### config.mk
export PLATFORM = sky130hd
export DESIGN_NAME = pipe_seq_ctrl
export DESIGN_NICKNAME = d
export VERILOG_FILES = /design/src/rtl/pipe_seq_ctrl_pkg.sv /design/src/rtl/pipe_seq_ctrl_sat_counter.sv /design/src/rtl/pipe_seq_ctrl.sv
export SDC_FILE = /design/constraint.sdc
export NUM_CORES = 1
export LEC_CHECK = 0
export ABC_AREA = 1
export CAP_MARGIN = 30
export CORE_ASPECT_RATIO = 1.75
export CORE_MARGIN = 2
export CORE_UTILIZATION = 54
export DETAILED_ROUTE_END_ITERATION = 8
export GPL_TIMING_DRIVEN = 0
export PLACE_DENSITY = 0.81
export SETUP_SLACK_MARGIN = 0.5
export SYNTH_ARGS = -nofsm -noshare
export SYNTH_HDL_FRONTEND = slang
export SYNTH_SLANG_ARGS = --single-unit
### constraint.sdc
create_clock -name clk -period 2.2 [get_ports clk]
set_input_delay 0.33 -clock clk [delete_from_list [all_inputs] [get_ports clk]]
set_output_delay 0.33 -clock clk [all_outputs]
set_load 0.02 [all_outputs]
### src/rtl/pipe_seq_ctrl_pkg.sv
// +----------------------------------------------------------------------------+
// | pipe_seq_ctrl_pkg: state encoding and default timing for pipe_seq_ctrl.    |
// | Revision: 1.0                                                              |
// +----------------------------------------------------------------------------+
`default_nettype none
`timescale 1ns/1ps

package pipe_seq_ctrl_pkg;

  localparam logic [1:0] S_RUN      = 2'd0;
  localparam logic [1:0] S_MEM_WAIT = 2'd1;
  localparam logic [1:0] S_DRAIN    = 2'd2;
  localparam logic [1:0] S_HALT     = 2'd3;

  localparam int C_MEM_TIMEOUT_DEFAULT  = 64;
  localparam int C_DRAIN_CYCLES_DEFAULT = 3;

endpackage

`default_nettype wire

### src/rtl/pipe_seq_ctrl_sat_counter.sv
// +----------------------------------------------------------------------------+
// | sat_counter: saturating up-counter with synchronous clear.                 |
// | Revision: 1.0                                                              |
// +----------------------------------------------------------------------------+
`default_nettype none
`timescale 1ns/1ps

module sat_counter #(
  parameter int WIDTH = 8
) (
  input  logic             clk,
  input  logic             reset,
  input  logic             clear,
  input  logic             inc,
  output logic [WIDTH-1:0] count
);

  logic [WIDTH-1:0] r_count;

  always_ff @(posedge clk or negedge reset) begin
    if (!reset) begin
      r_count <= '0;
    end else if (clear) begin
      r_count <= '0;
    end else if (inc && (r_count != '1)) begin
      r_count <= r_count + WIDTH'(1);
    end
  end

  assign count = r_count;

endmodule

`default_nettype wire

### src/rtl/pipe_seq_ctrl.sv
// +----------------------------------------------------------------------------+
// | pipe_seq_ctrl: pipeline enable/flush/bubble sequencing with memory freeze, |
// | halt drain, memory timeout and stall/flush performance counters.           |
// | Revision: 1.0                                                              |
// +----------------------------------------------------------------------------+
`default_nettype none
`timescale 1ns/1ps

module pipe_seq_ctrl
  import pipe_seq_ctrl_pkg::*;
#(
  parameter int MEM_TIMEOUT  = C_MEM_TIMEOUT_DEFAULT,
  parameter int DRAIN_CYCLES = C_DRAIN_CYCLES_DEFAULT
) (
  input  logic        clk,
  input  logic        reset,
  input  logic        ID_br_hazard_stall,
  input  logic        ID_br_ctrl,
  input  logic        ID_load_use,
  input  logic        ID_halt,
  input  logic        M_dmem_req,
  input  logic        M_dmem_ack,
  output logic        PC_en,
  output logic        IFID_en,
  output logic        EXM_en,
  output logic        MWB_en,
  output logic        IFID_flush,
  output logic        IDEX_bubble,
  output logic        halted,
  output logic        mem_timeout_err,
  output logic [31:0] stall_cycles,
  output logic [15:0] flush_count
);

  localparam int C_WAIT_W  = $clog2(MEM_TIMEOUT);
  localparam int C_DRAIN_W = (DRAIN_CYCLES > 1) ? $clog2(DRAIN_CYCLES) : 1;

  logic [1:0]           r_state;
  logic [1:0]           w_state_nxt;
  logic [C_WAIT_W-1:0]  r_wait_cnt;
  logic [C_DRAIN_W-1:0] r_drain_cnt;
  logic                 r_ret_drain;
  logic                 r_timeout_err;

  logic w_ack_ret;
  logic w_run_like;
  logic w_drain_like;
  logic w_freeze;
  logic w_hazard;
  logic w_stall;
  logic w_halt_dec;
  logic w_flush;
  logic w_timeout;

  // The ack cycle out of MEM_WAIT behaves like the state the freeze came from.
  assign w_ack_ret    = (r_state == S_MEM_WAIT) && M_dmem_ack;
  assign w_run_like   = (r_state == S_RUN)   || (w_ack_ret && !r_ret_drain);
  assign w_drain_like = (r_state == S_DRAIN) || (w_ack_ret &&  r_ret_drain);

  assign w_freeze   = (((r_state == S_RUN) || (r_state == S_DRAIN)) && M_dmem_req && !M_dmem_ack)
                    || ((r_state == S_MEM_WAIT) && !M_dmem_ack);
  assign w_hazard   = ID_br_hazard_stall || ID_load_use;
  assign w_stall    = !w_freeze && w_run_like && w_hazard;
  assign w_halt_dec = !w_freeze && w_run_like && !w_hazard && ID_halt;
  assign w_flush    = !w_freeze && w_run_like && !w_hazard && !ID_halt && ID_br_ctrl;
  assign w_timeout  = (r_state == S_MEM_WAIT) && !M_dmem_ack
                    && (r_wait_cnt == C_WAIT_W'(MEM_TIMEOUT - 1));

  always_ff @(posedge clk or negedge reset) begin
    if (!reset) begin
      r_state       <= S_RUN;
      r_wait_cnt    <= '0;
      r_drain_cnt   <= '0;
      r_ret_drain   <= 1'b0;
      r_timeout_err <= 1'b0;
    end else begin
      r_state <= w_state_nxt;
      // wait_cnt counts every frozen cycle, including the one that entered MEM_WAIT.
      if (w_freeze) begin
        r_wait_cnt <= (r_state == S_MEM_WAIT) ? r_wait_cnt + C_WAIT_W'(1) : C_WAIT_W'(1);
      end
      if (w_freeze && (r_state != S_MEM_WAIT)) begin
        r_ret_drain <= (r_state == S_DRAIN);
      end
      if (w_halt_dec) begin
        r_drain_cnt <= C_DRAIN_W'(DRAIN_CYCLES - 1);
      end else if ((r_state == S_DRAIN) && !w_freeze && (r_drain_cnt != '0)) begin
        r_drain_cnt <= r_drain_cnt - C_DRAIN_W'(1);
      end
      if (w_timeout) begin
        r_timeout_err <= 1'b1;
      end
    end
  end

  always_comb begin
    w_state_nxt = r_state;
    case (r_state)
      S_RUN: begin
        if (w_freeze)        w_state_nxt = S_MEM_WAIT;
        else if (w_halt_dec) w_state_nxt = S_DRAIN;
      end
      S_MEM_WAIT: begin
        if (M_dmem_ack)      w_state_nxt = (r_ret_drain || w_halt_dec) ? S_DRAIN : S_RUN;
        else if (w_timeout)  w_state_nxt = S_HALT;
      end
      S_DRAIN: begin
        if (w_freeze)                w_state_nxt = S_MEM_WAIT;
        else if (r_drain_cnt == '0)  w_state_nxt = S_HALT;
      end
      default: w_state_nxt = S_HALT;
    endcase
  end

  always_comb begin
    PC_en       = 1'b0;
    IFID_en     = 1'b0;
    EXM_en      = 1'b0;
    MWB_en      = 1'b0;
    IFID_flush  = 1'b0;
    IDEX_bubble = 1'b0;
    halted      = (r_state == S_HALT);
    if (!w_freeze && (r_state != S_HALT)) begin
      EXM_en = 1'b1;
      MWB_en = 1'b1;
      if (w_drain_like || w_stall) begin
        IDEX_bubble = 1'b1;
      end else if (w_halt_dec) begin
        IFID_en    = 1'b1;
        IFID_flush = 1'b1;
      end else begin
        PC_en      = 1'b1;
        IFID_en    = 1'b1;
        IFID_flush = w_flush;
      end
    end
  end

  assign mem_timeout_err = r_timeout_err;

  sat_counter #(.WIDTH(32)) u_stall_cnt (
    .clk   (clk),
    .reset (reset),
    .clear (1'b0),
    .inc   (!PC_en && (r_state != S_HALT)),
    .count (stall_cycles)
  );

  sat_counter #(.WIDTH(16)) u_flush_cnt (
    .clk   (clk),
    .reset (reset),
    .clear (1'b0),
    .inc   (w_flush),
    .count (flush_count)
  );

endmodule

`default_nettype wire

### After elaboration in Yosys (flattened, before gate mapping)

Index checks and enable logic that the tools add are counted.

| operators by class | value |
|---|---|
| eq/ne operators | 11 |
| add/sub/neg operators | 4 |
| reductions and logical operators | 38 |
| mux-type cells | 22 |

Operators with widths:

| kind | number |
|---|---|
| adder 32 x 1 -> 32 bit, second input constant | 1 |
| inequality test 32 bit, second input constant | 1 |
| logical AND 1 bit | 20 |
| 2-to-1 mux 2 bit | 9 |
| adder 16 x 1 -> 16 bit, second input constant | 1 |
| inequality test 16 bit, second input constant | 1 |
| 2-to-1 mux 1 bit | 11 |
| logical OR 1 bit | 7 |
| adder 6 x 1 -> 6 bit, second input constant | 1 |
| == test 6 bit, second input constant | 1 |
| logical NOT 1 bit | 6 |
| 2-to-1 mux 6 bit | 1 |
| inequality test 3 bit, second input constant | 2 |
| case mux 2 bit (3 select lines) | 1 |
| == test 2 bit, second input constant | 2 |
| logical NOT 2 bit | 2 |
| nonzero test 2 bit | 2 |
| inequality test 3 x 2 -> 1 bit, second input constant | 1 |
| AND reduction 3 bit | 1 |
| == test 2 x 1 -> 1 bit, second input constant | 1 |
| inequality test 2 x 1 -> 1 bit, second input constant | 1 |
| inequality test 2 bit, second input constant | 1 |
| subtractor 2 x 1 -> 2 bit, second input constant | 1 |

| word-level totals | value |
|---|---|
| input port bits | 8 |
| register bits | 60 |
| output and inout bits | 56 |

### Depth between registers and ports, before layout

| logic depth | value |
|---|---|
| word-level depth | 15 |
| depth in mapped cells | 11 |
| mapped depth without buffers | 10 |

### Cells and area by module

A second synthesis with hierarchy kept.

| unflattened totals | value |
|---|---|
| cell total of the unflattened synthesis | 593 |
| area total of the unflattened synthesis | 4057.6 µm² |

By module, submodules not included:

| module | cells an instance | seq. area each (µm²) | times used | area an instance (µm²) |
|---|---|---|---|---|
| sat_counter at u_stall_cnt | 345 | 800.8 | 1 | 2243.4 |
| sat_counter at u_flush_cnt | 144 | 400.4 | 1 | 1037.2 |
| pipe_seq_ctrl | 104 | 300.3 | 1 | 777.0 |

### Worst setup path after synthesis

No wires, ideal clock.

| path | value |
|---|---|
| kind | reg-to-output |
| from | register r_state[1] |
| to | output MWB_en |
| path buffers | 2 |
| arrival | 1.590 ns |
| data required time | 1.870 ns |
| path slack | 0.280 ns |
| stages on the path, launching flop included | 6 |
| path through | dfrtp_1 nand2_1 clkbuf_1 inv_1 nor2_1 buf_4 |

| between the ends | value |
|---|---|
| cells in the longest elaborated chain, start to end | 8 |
| elaborated cells on any way between the ends | 12 |
| those cells by class | 3 x eq/ne; 1 x mux; 8 x reduce/logical |

RTL lines:

| element | RTL line | text |
|---|---|---|
| start, declared | pipe_seq_ctrl.sv:38 | `logic [1:0] r_state;` |
| start signal, assigned | pipe_seq_ctrl.sv:77 | `r_state <= w_state_nxt;` |
| == test 2 bit or logical NOT 2 bit (tied branches) | pipe_seq_ctrl.sv:60 | `assign w_freeze = (((r_state == S_RUN) \|\| (r_state == S_DRAIN)) && M_dmem_req && !M_dmem_ack)` |
| logical OR 1 bit | pipe_seq_ctrl.sv:60 |  |
| logical AND 1 bit (2 in series) | pipe_seq_ctrl.sv:60 |  |
| logical OR 1 bit | pipe_seq_ctrl.sv:61 | `\|\| ((r_state == S_MEM_WAIT) && !M_dmem_ack);` |
| logical NOT 1 bit | pipe_seq_ctrl.sv:123 | `if (!w_freeze && (r_state != S_HALT)) begin` |
| logical AND 1 bit (*) | pipe_seq_ctrl.sv:123 |  |
| 2-to-1 mux 1 bit (*) | n/a |  |
| end, declared | pipe_seq_ctrl.sv:26 | `output logic MWB_en,` |

Mark *: on every way between the ends. The rest lies on a longest branch, timed or not.

### Worst setup path in the final report

| path | value |
|---|---|
| from | register r_state[1] |
| to | output PC_en |

| between the ends | value |
|---|---|
| cells in the longest elaborated chain, start to end | 12 |
| elaborated cells on any way between the ends | 24 |
| those cells by class | 3 x eq/ne; 3 x mux; 18 x reduce/logical |

RTL lines:

| element | RTL line | text |
|---|---|---|
| == test 2 bit or logical NOT 2 bit (tied branches) | pipe_seq_ctrl.sv:58, pipe_seq_ctrl.sv:60, pipe_seq_ctrl.sv:57 |  |
| logical OR 1 bit | pipe_seq_ctrl.sv:60 |  |
| logical AND 1 bit (2 in series) | pipe_seq_ctrl.sv:60 |  |
| logical OR 1 bit | pipe_seq_ctrl.sv:61 |  |
| logical NOT 1 bit | pipe_seq_ctrl.sv:63, pipe_seq_ctrl.sv:64, pipe_seq_ctrl.sv:123 |  |
| logical AND 1 bit | pipe_seq_ctrl.sv:63, pipe_seq_ctrl.sv:64 |  |
| logical AND 1 bit (2 in series) | pipe_seq_ctrl.sv:64 | `assign w_halt_dec = !w_freeze && w_run_like && !w_hazard && ID_halt;` |
| 2-to-1 mux 1 bit | pipe_seq_ctrl.sv:128 | `end else if (w_halt_dec) begin` |
| 2-to-1 mux 1 bit | pipe_seq_ctrl.sv:126 | `if (w_drain_like \|\| w_stall) begin` |
| 2-to-1 mux 1 bit (*) | pipe_seq_ctrl.sv:123 |  |
| end, declared | pipe_seq_ctrl.sv:23 | `output logic PC_en,` |

Marks and branches as above.

==> summary.txt <==
Outcome
  • Status: completed

Setup path
  • Number of buffers and inverters on the critical path: 3
  • CP required: 1.87 ns
  • Reg2reg start: r_state[1]
  • Worst path most repeated cell: buf_6
  • Sequence of cells on the critical path: nor2_1 -> nand2_2 -> nand2_4 -> nand3_4 -> buf_6 -> inv_2 -> buf_6
  • Worst R2R Path Depth: 11
  • CP max stage delay: 0.44 ns
  • Critical Path Start Type: flip-flop
  • Critical-path top delay cell: dfrtp_2
  • Crit. End Element: output port
  • RR Endpoint: u_stall_cnt.count[7]
  • Delay-heaviest family, CP: simple AND/OR/NAND/NOR gates
  • Critical path class: flip-flop to output port
  • Arrival @ worst endpoint: approximately 1.6 ns
  • Crit path max fanout: 5
  • Reg2Reg Setup Slack: 0.27 ns

Logic synthesis
  • EDFF count, synth: 0
  • Post-synthesis cell count: 577
  • Sequential fraction of the synthesis area: 39.0%
  • Dominant cell type by area after synthesis: dfrtp_1
  • Flip-flop and latch count after synthesis: 60
  • Post-Synthesis Cell Area: 3850 um^2
  • Post-synth top cells: 293 x nand2_1, 73 x nor2_1, 60 x dfrtp_1, 32 x inv_1
  • Async SR Flop Fraction: 100%
  • Mapped Avg Cell Area: 6.68 um^2
  • Most numerous cell in the Yosys netlist: nand2_1
  • Syn_nets: 589
  • Top_reg_cell synth: dfrtp_1
  • Yosys top cell area share: 39.0%
  • Count of different cell masters after synthesis: 26
  • Dominant cells by area after synthesis: dfrtp_1 39%, nand2_1 29%, nor2_1 7.1%
  • YS warnings: 0

Clock tree
  • Clk_lat worst skew: 0.34 ns
  • CTS tree: yes
  • Max H-tree Level: 3
  • CTS sink cnt: 60
  • CTS max path bufs: 2
  • Clock slew at reported path FFs: 0.05 ns
  • TritonCTS buffer count: 9
  • Clock Root Buffer: clkbuf_16

Global route
  • First-pass GRT wire length: 18.5 mm
  • Largest net degree at the start of global routing: 41
  • Initial antenna violation count: 0
  • Global-route usage over all layers: 31.6%
  • Number of global-route vias before repair: 3973
  • Total grt overflow: 0

Die
  • Die area: approximately 7900 um^2
  • Die Span Y: ~120 um
  • Core area: between 6000 and 7000 um^2
  • Site row count: 40
  • Starting Density: a little under three fifths
  • Chip width: 67.9 um
  • I/O pin count: 64

Timing
  • Unrepaired setup endpoints after global routing: yes
  • TNS Setup: 0 ns
  • Crit share post-route: 89.3%
  • FMAX: between 500 and 600 MHz
  • Hold Fails Final Rpt: 0
  • Hold slack: 0.453 ns
  • Final setup violation count: 0
  • Setup Skew: 0.00647 ns
  • Worst slew margin: 64.7%
  • Slew at the pin closest to its max-slew limit: about 0.53 ns
  • Min cycle time layout: 1.96 ns
  • Slew Limit Fails: 0

Route
  • Via count: around 4.2k
  • Post-route ant nets: 0
  • Initial DRC Count: 329
  • Avg WL per Cell: 15.9 um
  • Vias per inst: 5.59
  • Final WL: 12.1 mm
  • DR pass1 iterations: 8
  • DRC errors left: 0

Power
  • Peak VDD IR: a little under 0.0004 V
  • Pwr Total: 2.57 mW
  • LEAKAGE: 2.80 nW
  • Pwr Density: 482 nW/um^2

Run
  • Max Cap Viol: 0

Finish
  • Post-route cell area: 5340 um^2
  • ANT cells: 0
  • Share of layout cells above drive strength 1: 19.4%
  • Final nets: between 600 and 700
  • Layout area overhead: 38.6%

Placement
  • Port bufs: 63
  • Placed Instance Area: 4620 um^2
  • Final GP Congestion: 0.984
  • DP Wirelength: 8.11 mm

Min path
  • Hold crit path type: primary input to flip-flop
  • Worst Hold Path EP: r_ret_drain
  • Worst Hold Depth: 3
  • HP Start: M_dmem_req
-- cell families after synthesis --
| kind of cell | share of synthesized area, % |
|---|---|
| xor gates and xnor gates | 5.68 |
| and+or+nand+nor | 46.4 |
| buffers and inverters | 5.62 |
| adders and majority gates | 1.30 |
| DFF | 39.0 |
| AOI/OAI and AO/OA | 2.01 |
-- what timing repair did --
action	4_1_cts	5_1_grt
setup buffers	6	11
pin swaps	3	28
endpoints found under the setup margin	93	53
gates cloned	0	3
gates resized for setup	112	58
hold buffers	1	0
endpoints found under the hold margin	20	0
-- sequential cells by signal, summed over array words and instances, names as in the netlist --
signal             count
r_ret_drain            1
u_flush_cnt.count     16
r_drain_cnt            2
mem_timeout_err        1
r_wait_cnt             6
u_stall_cnt.count     32
r_state                2
-- layout make-up --
cell class,count,area (um^2)
Multi-Input combinational cell,472,2370
Fill cell,524,1570
Sequential cell,60,1510
Timing Repair Buffer,85,807
Clock buffer,12,256
Inverter,35,131
Buffer,10,119
Tap cell,84,105
Clock inverter,2,35.0
-- power breakdown --
part           internal [mW]  switching, mW
Clock                  0.923          0.490
Sequential              1.11              0
Combinational         0.0163         0.0364
Total                   2.04          0.526
-- metal layers --
metal | wire, um | track usage, % | share of wire [%] | vias up
met1 | 4140 | 32.5 | 34 | 2011
met5 | 0 | 0 | 0 | -
met4 | 605 | 16.7 | 5.0 | 0
met3 | 652 | 7.18 | 5.4 | 49
met2 | 6660 | 57.3 | 55 | 190
li1 | - | - | - | 1997
-- metrics by stage --
step / utilization, % / setup slack [ns] / instances
after floorplan: - / 0.519 / 577
after global placement: 66.7 / -1.39 / 724
after detailed placement: 66.9 / -0.398 / 725
after CTS: 72.7 / 0.344 / 746
after global routing: 77.3 / 0.189 / 760
final: 77.3 / 0.236 / 760
-- cell usage in the layout, fill, tap and decap left out, types with 3 or more instances in the layout --
cell	instances
buf_4	22
buf_6	6
buf_8	4
clkbuf_16	12
clkbuf_8	3
clkdlybuf4s50_1	6
dfrtp_1	54
dfrtp_2	6
dlygate4sd2_1	45
dlymetal6s2s_1	4
inv_1	27
inv_2	8
nand2_1	255
nand2_2	35
nand2_4	7
nand3_1	11
nand3_2	3
nand3_4	4
nand3b_1	17
nand4_1	13
nor2_1	69
nor2_2	4
nor2_4	6
nor3_1	3
o21ai_0	7
xnor2_1	9
xor2_1	16
-- how the worst max path moves through the flow --
stage                                    start                    end  slack, ns  cells after the start
after CTS                           r_state[1]                  PC_en       0.34                      7
after global placement                   reset   u_flush_cnt.count[0]      -1.39                      1
after floorplan           u_stall_cnt.count[0]  u_stall_cnt.count[12]       0.52                     11
final                               r_state[1]                  PC_en       0.24                      7
after detailed placement            M_dmem_ack                  PC_en      -0.40                      9
after global routing                r_state[1]                  PC_en       0.19                      7
-- worst register-to-register path: cells and delay by family, from the launching register on --
kind	cells	cell delay (ns)
buf+inv	4	0.58
flops	1	0.44
simple gates	7	0.85
(Power assumes the default switching activity.)
